### src/rtl/dma_controller.sv
// Bus-master DMA engine: moves 4-word blocks from the device read port to memory.
// Define DMA_CYCLE_STEAL_EN to release the bus for one cycle between blocks (default: burst).
module dma_controller #(
  parameter int WORD_SIZE  = 16,
  parameter int MAX_BLOCKS = 3
) (
  input  logic                   clk,
  input  logic                   reset,
  input  logic                   cmd_valid,
  input  logic [WORD_SIZE-1:0]   cmd_addr,
  input  logic [1:0]             cmd_blocks,
  output logic                   cmd_ready,
  output logic                   BR,
  input  logic                   BG,
  output logic [1:0]             offset,
  input  logic [4*WORD_SIZE-1:0] dev_data,
  output logic [WORD_SIZE-1:0]   mem_addr,
  output logic [4*WORD_SIZE-1:0] mem_wdata,
  output logic                   mem_we,
  input  logic                   mem_ack,
  output logic                   dma_done
);

  typedef enum logic [2:0] {IDLE, REQ, FETCH, WRITE, DONE, STEAL} state_t;

  localparam logic [1:0] MAX_CNT = 2'(MAX_BLOCKS);

  state_t                 state_reg, state_next;
  logic [WORD_SIZE-1:0]   base_reg, base_next;
  logic [1:0]             count_reg, count_next;
  logic [1:0]             idx_reg, idx_next;
  logic [4*WORD_SIZE-1:0] buf_reg, buf_next;
  logic [1:0]             cmd_count;
  logic [1:0]             idx_inc;
  logic                   in_write;

  assign cmd_count = (cmd_blocks > MAX_CNT) ? MAX_CNT : cmd_blocks;
  assign idx_inc   = idx_reg + 2'd1;
  assign in_write  = (state_reg == WRITE);

  always_ff @(posedge clk) begin
    if (reset) begin
      state_reg <= IDLE;
      base_reg  <= '0;
      count_reg <= '0;
      idx_reg   <= '0;
      buf_reg   <= '0;
    end else begin
      state_reg <= state_next;
      base_reg  <= base_next;
      count_reg <= count_next;
      idx_reg   <= idx_next;
      buf_reg   <= buf_next;
    end
  end

  always_comb begin
    state_next = state_reg;
    base_next  = base_reg;
    count_next = count_reg;
    idx_next   = idx_reg;
    buf_next   = buf_reg;
    case (state_reg)
      IDLE: begin
        if (cmd_valid) begin
          base_next  = cmd_addr;
          count_next = cmd_count;
          idx_next   = '0;
          state_next = (cmd_count == 2'd0) ? DONE : REQ;
        end
      end
      REQ: begin
        if (BG) state_next = FETCH;
      end
      FETCH: begin
        buf_next   = dev_data;
        state_next = WRITE;
      end
      WRITE: begin
        // The grant is only re-examined once the current block has been accepted.
        if (mem_ack) begin
          idx_next = idx_inc;
          if (idx_inc == count_reg) begin
            state_next = DONE;
          end else begin
`ifdef DMA_CYCLE_STEAL_EN
            state_next = STEAL;
`else
            state_next = BG ? FETCH : REQ;
`endif
          end
        end
      end
      DONE:    state_next = IDLE;
      STEAL:   state_next = REQ;
      default: state_next = IDLE;
    endcase
  end

  always_comb begin
    cmd_ready = (state_reg == IDLE);
    BR        = (state_reg == REQ) || (state_reg == FETCH) || (state_reg == WRITE);
    offset    = (state_reg == FETCH) ? idx_reg : 2'b11;
    mem_we    = in_write;
    mem_addr  = in_write ? (base_reg + (WORD_SIZE'(idx_reg) << 2)) : '0;
    dma_done  = (state_reg == DONE);
  end

  // Write data lanes are zeroed outside WRITE so the bus idles at its reset value.
  for (genvar gi = 0; gi < 4; gi++) begin : g_lane
    assign mem_wdata[gi*WORD_SIZE +: WORD_SIZE] =
      in_write ? buf_reg[gi*WORD_SIZE +: WORD_SIZE] : '0;
  end

endmodule

### config.mk
export PLATFORM = sky130hd
export DESIGN_NAME = dma_controller
export DESIGN_NICKNAME = d
export VERILOG_FILES = /design/src/rtl/dma_controller.sv
export SDC_FILE = /design/constraint.sdc
export NUM_CORES = 1
export LEC_CHECK = 0
export ABC_CLOCK_PERIOD_IN_PS = 2320
export CAP_MARGIN = 10
export CORE_MARGIN = 2
export CORE_UTILIZATION = 43
export DETAILED_ROUTE_END_ITERATION = 7
export PLACE_DENSITY = 0.81
export SLEW_MARGIN = 20
export SYNTH_ARGS = -nofsm -noshare
export SYNTH_HDL_FRONTEND = slang
export SYNTH_SLANG_ARGS = --single-unit
export TNS_END_PERCENT = 5
### constraint.sdc
create_clock -name clk -period 2.32 [get_ports clk]
set_clock_uncertainty 0.05 [all_clocks]
set_input_delay 0.232 -clock clk [delete_from_list [all_inputs] [get_ports clk]]
set_output_delay 0.232 -clock clk [all_outputs]
set_load 0.01 [all_outputs]
==> metrics.txt <==
Fin. Hold Viols 0; Sum Neg Setup Slack 0 ns; die area between 10,000 and 15,000 um2; setup slack after layout 0.0624 ns; CP max FO 7; Design Area, Final 6130 um2; crit start category register; Synth Register Bits a little under 90; drt total wl 11,700 um; worst slew pin tran between 0.6 and 0.7 ns; Syn Nets around 630; Final Slew Violations 0; worst hold path class primary input to register; Post-synth EDFFs 0; dpl ws 0.0167 ns; hold path cells 3; GRT Resource Usage Total 22.4%; Seq/Total Area, Yosys a little over two fifths; DR vias/cell roughly 5.0; Lkg Pwr ~0.0023 uW; final critical-path required period about 2.3 ns; crit path capture type output pin; synthesized netlist cell count approximately 540; largest net degree at the start of global routing 65; top cells by area, synth dfxtp_1 43%, nand2_1 16%, and2_1 11%, a21oi_1 11%, clkbuf_1 1.7%; total power around 4600 uW; CTS Buf Count 9; Post-DP HPWL ~8000 um; Worst Path Arrival about 2 ns; maxcap violations 0; Clock transition at path regs 0.10 ns; Initial Utilization 43.9%; area leader, netlist dfxtp_1; max reg flops 64; # diodes 0; Worst Hold Slack around 0.36 ns; Yosys cell types 43; Crit Path Class register to output pin; FF-to-FF path depth 6; Ys Warns 0; min-delay src dev_data[28]; async set or reset register ratio after synthesis 0%; clock sink count 87; drt first pass iters 4; post-synthesis cell area 4020 um2; routability cong. a little under 0.9; final net count 789; final setup vio count 0; Worst R2R Start state_reg[1]$_SDFFE_PP0P_; outcome finished clean; vias in the first global route between 3,000 and 4,000; grt total ovfl 0; Post-synth top flop dfxtp_1; internal reg-to-reg setup slack 0.50 ns; hold endpoint buf_reg[28]$_SDFFE_PP0N_; CTS Root Cell clkbuf_8; wire per inst 14.3 um; syn_area_per_cell around 7.5 um2; placed cell area 5860 um2; port bufs 172; CP required 2.04 ns; Synth top area share around 43%; row cnt 35; fraction of layout cells with a size suffix above 1 8.39%; pwr dens 753 nW/um2; CTS H-tree lvls 3; total number of vias about 4,100; Final period util slightly below 100%; clk buf depth 2; Max VDD drop around 0.00042 V; Fmax 443 MHz; CTS tree done; global-route wire length before repair between 15,000 and 20,000 um; r2r endpoint buf_reg[59]$_SDFFE_PP0N_; number of DRC markers in iteration 0 approximately 160; ANT nets after route 0; insertion delay of the later-clocked pin in the worst-skew pair about 0.36 ns; Die Y ~100 um; area of the core slightly above 9000 um2; Slew Limit Headroom 53.7%; Residual DRC 0; die width around 100 um; Layout area overhead 52.6%; I/O Pins about 170; initial antenna violation count 0
[kinds of logic after synthesis]
| group | synth area share [%] |
|---|---|
| AOI/OAI and AO/OA | 13.5 |
| xor gates and xnor gates | 2.18 |
| adders and majority gates | 1.12 |
| buffers and inverters | 4.95 |
| DFF | 43.3 |
| muxes | 0.498 |
| and+or+nand+nor | 34.5 |
[cell type report]
class / count / area (um2)
fillers: 785 / 3020
clock buffers: 9 / 124
inverters: 4 / 15.0
well taps: 111 / 139
clock inverters: 6 / 93.8
flip-flops and latches: 87 / 1750
multi-input cells: 407 / 2140
repair buffers: 190 / 1870
[worst max-delay path by stage]
stage,startpoint,end,slack [ns],cells after the start
3_5_place_dp,base_reg[2]$_SDFFE_PP0P_,mem_addr[12],0.02,7
5_1_grt,base_reg[7]$_SDFFE_PP0P_,mem_addr[13],-0.001,5
4_1_cts,base_reg[3]$_SDFFE_PP0P_,mem_addr[15],-0.21,6
3_3_place_gp,base_reg[2]$_SDFFE_PP0P_,mem_addr[10],0.07,7
2_1_floorplan,idx_reg[0]$_SDFFE_PP0P_,mem_addr[10],0.51,6
6_report,base_reg[7]$_SDFFE_PP0P_,mem_addr[13],0.06,5
[worst max-delay path: stages, from the launching register on]
cell             delay [ns]
dfxtp_4                0.39
and4_4                 0.25
nand3_2                0.09
or4_1                  0.49
a21oi_1                0.16
clkdlybuf4s15_1        0.25
[report_power, final]
part / switching, uW / internal, uW
clock network: 567 / 608
registers: 158 / 1790
logic: 860 / 642
total: 1590 / 3040
[timing repair]
action | in CTS | in global routing
pin swaps | 0 | 2
setup buffers | 0 | 1
endpoints found under the setup margin | 13 | 10
gates resized for setup | 17 | 15
hold buffers | 0 | 0
gates cloned | 0 | 0
[layer usage]
metal,track usage (%),share of wire [%]
met1,26.7,40
met2,37.9,50
met3,6.03,6.7
met4,9.59,3.4
met5,0,0
[synthesized netlist by cell type, types with 3 or more instances]
library cell,instances
clkbuf_1,18
dfxtp_1,87
buf_4,7
nand2b_1,5
nor3_1,3
nor2_1,16
buf_2,12
nand2_1,172
a21oi_1,87
xor2_1,5
xnor2_1,5
nand3_1,4
o21ai_0,3
and2_1,71
[stage by stage]
| step | util, % | std cells |
|---|---|---|
| global placement | 64.1 | 798 |
| floorplan | - | 536 |
| detailed placement | 64.1 | 798 |
| finish | 67.0 | 814 |
| global route | 67.0 | 814 |
| CTS | 66.4 | 813 |
[cells in the final DEF, fill, tap and decap left out, drive strengths merged, types with 3 or more instances in the layout]
cell	synthesis	final
and2	71	71
a21oi	88	88
nand2	172	172
dfxtp	87	87
nand2b	5	5
nor3	4	4
nor2	16	16
nor3b	3	3
xnor2	5	5
nand3	6	6
clkdlybuf4s50	0	158
clkbuf	18	10
inv	4	5
dlygate4sd2	0	10
xor2	5	5
buf	20	19
o21ai	4	4
(Power assumes the default switching activity.)
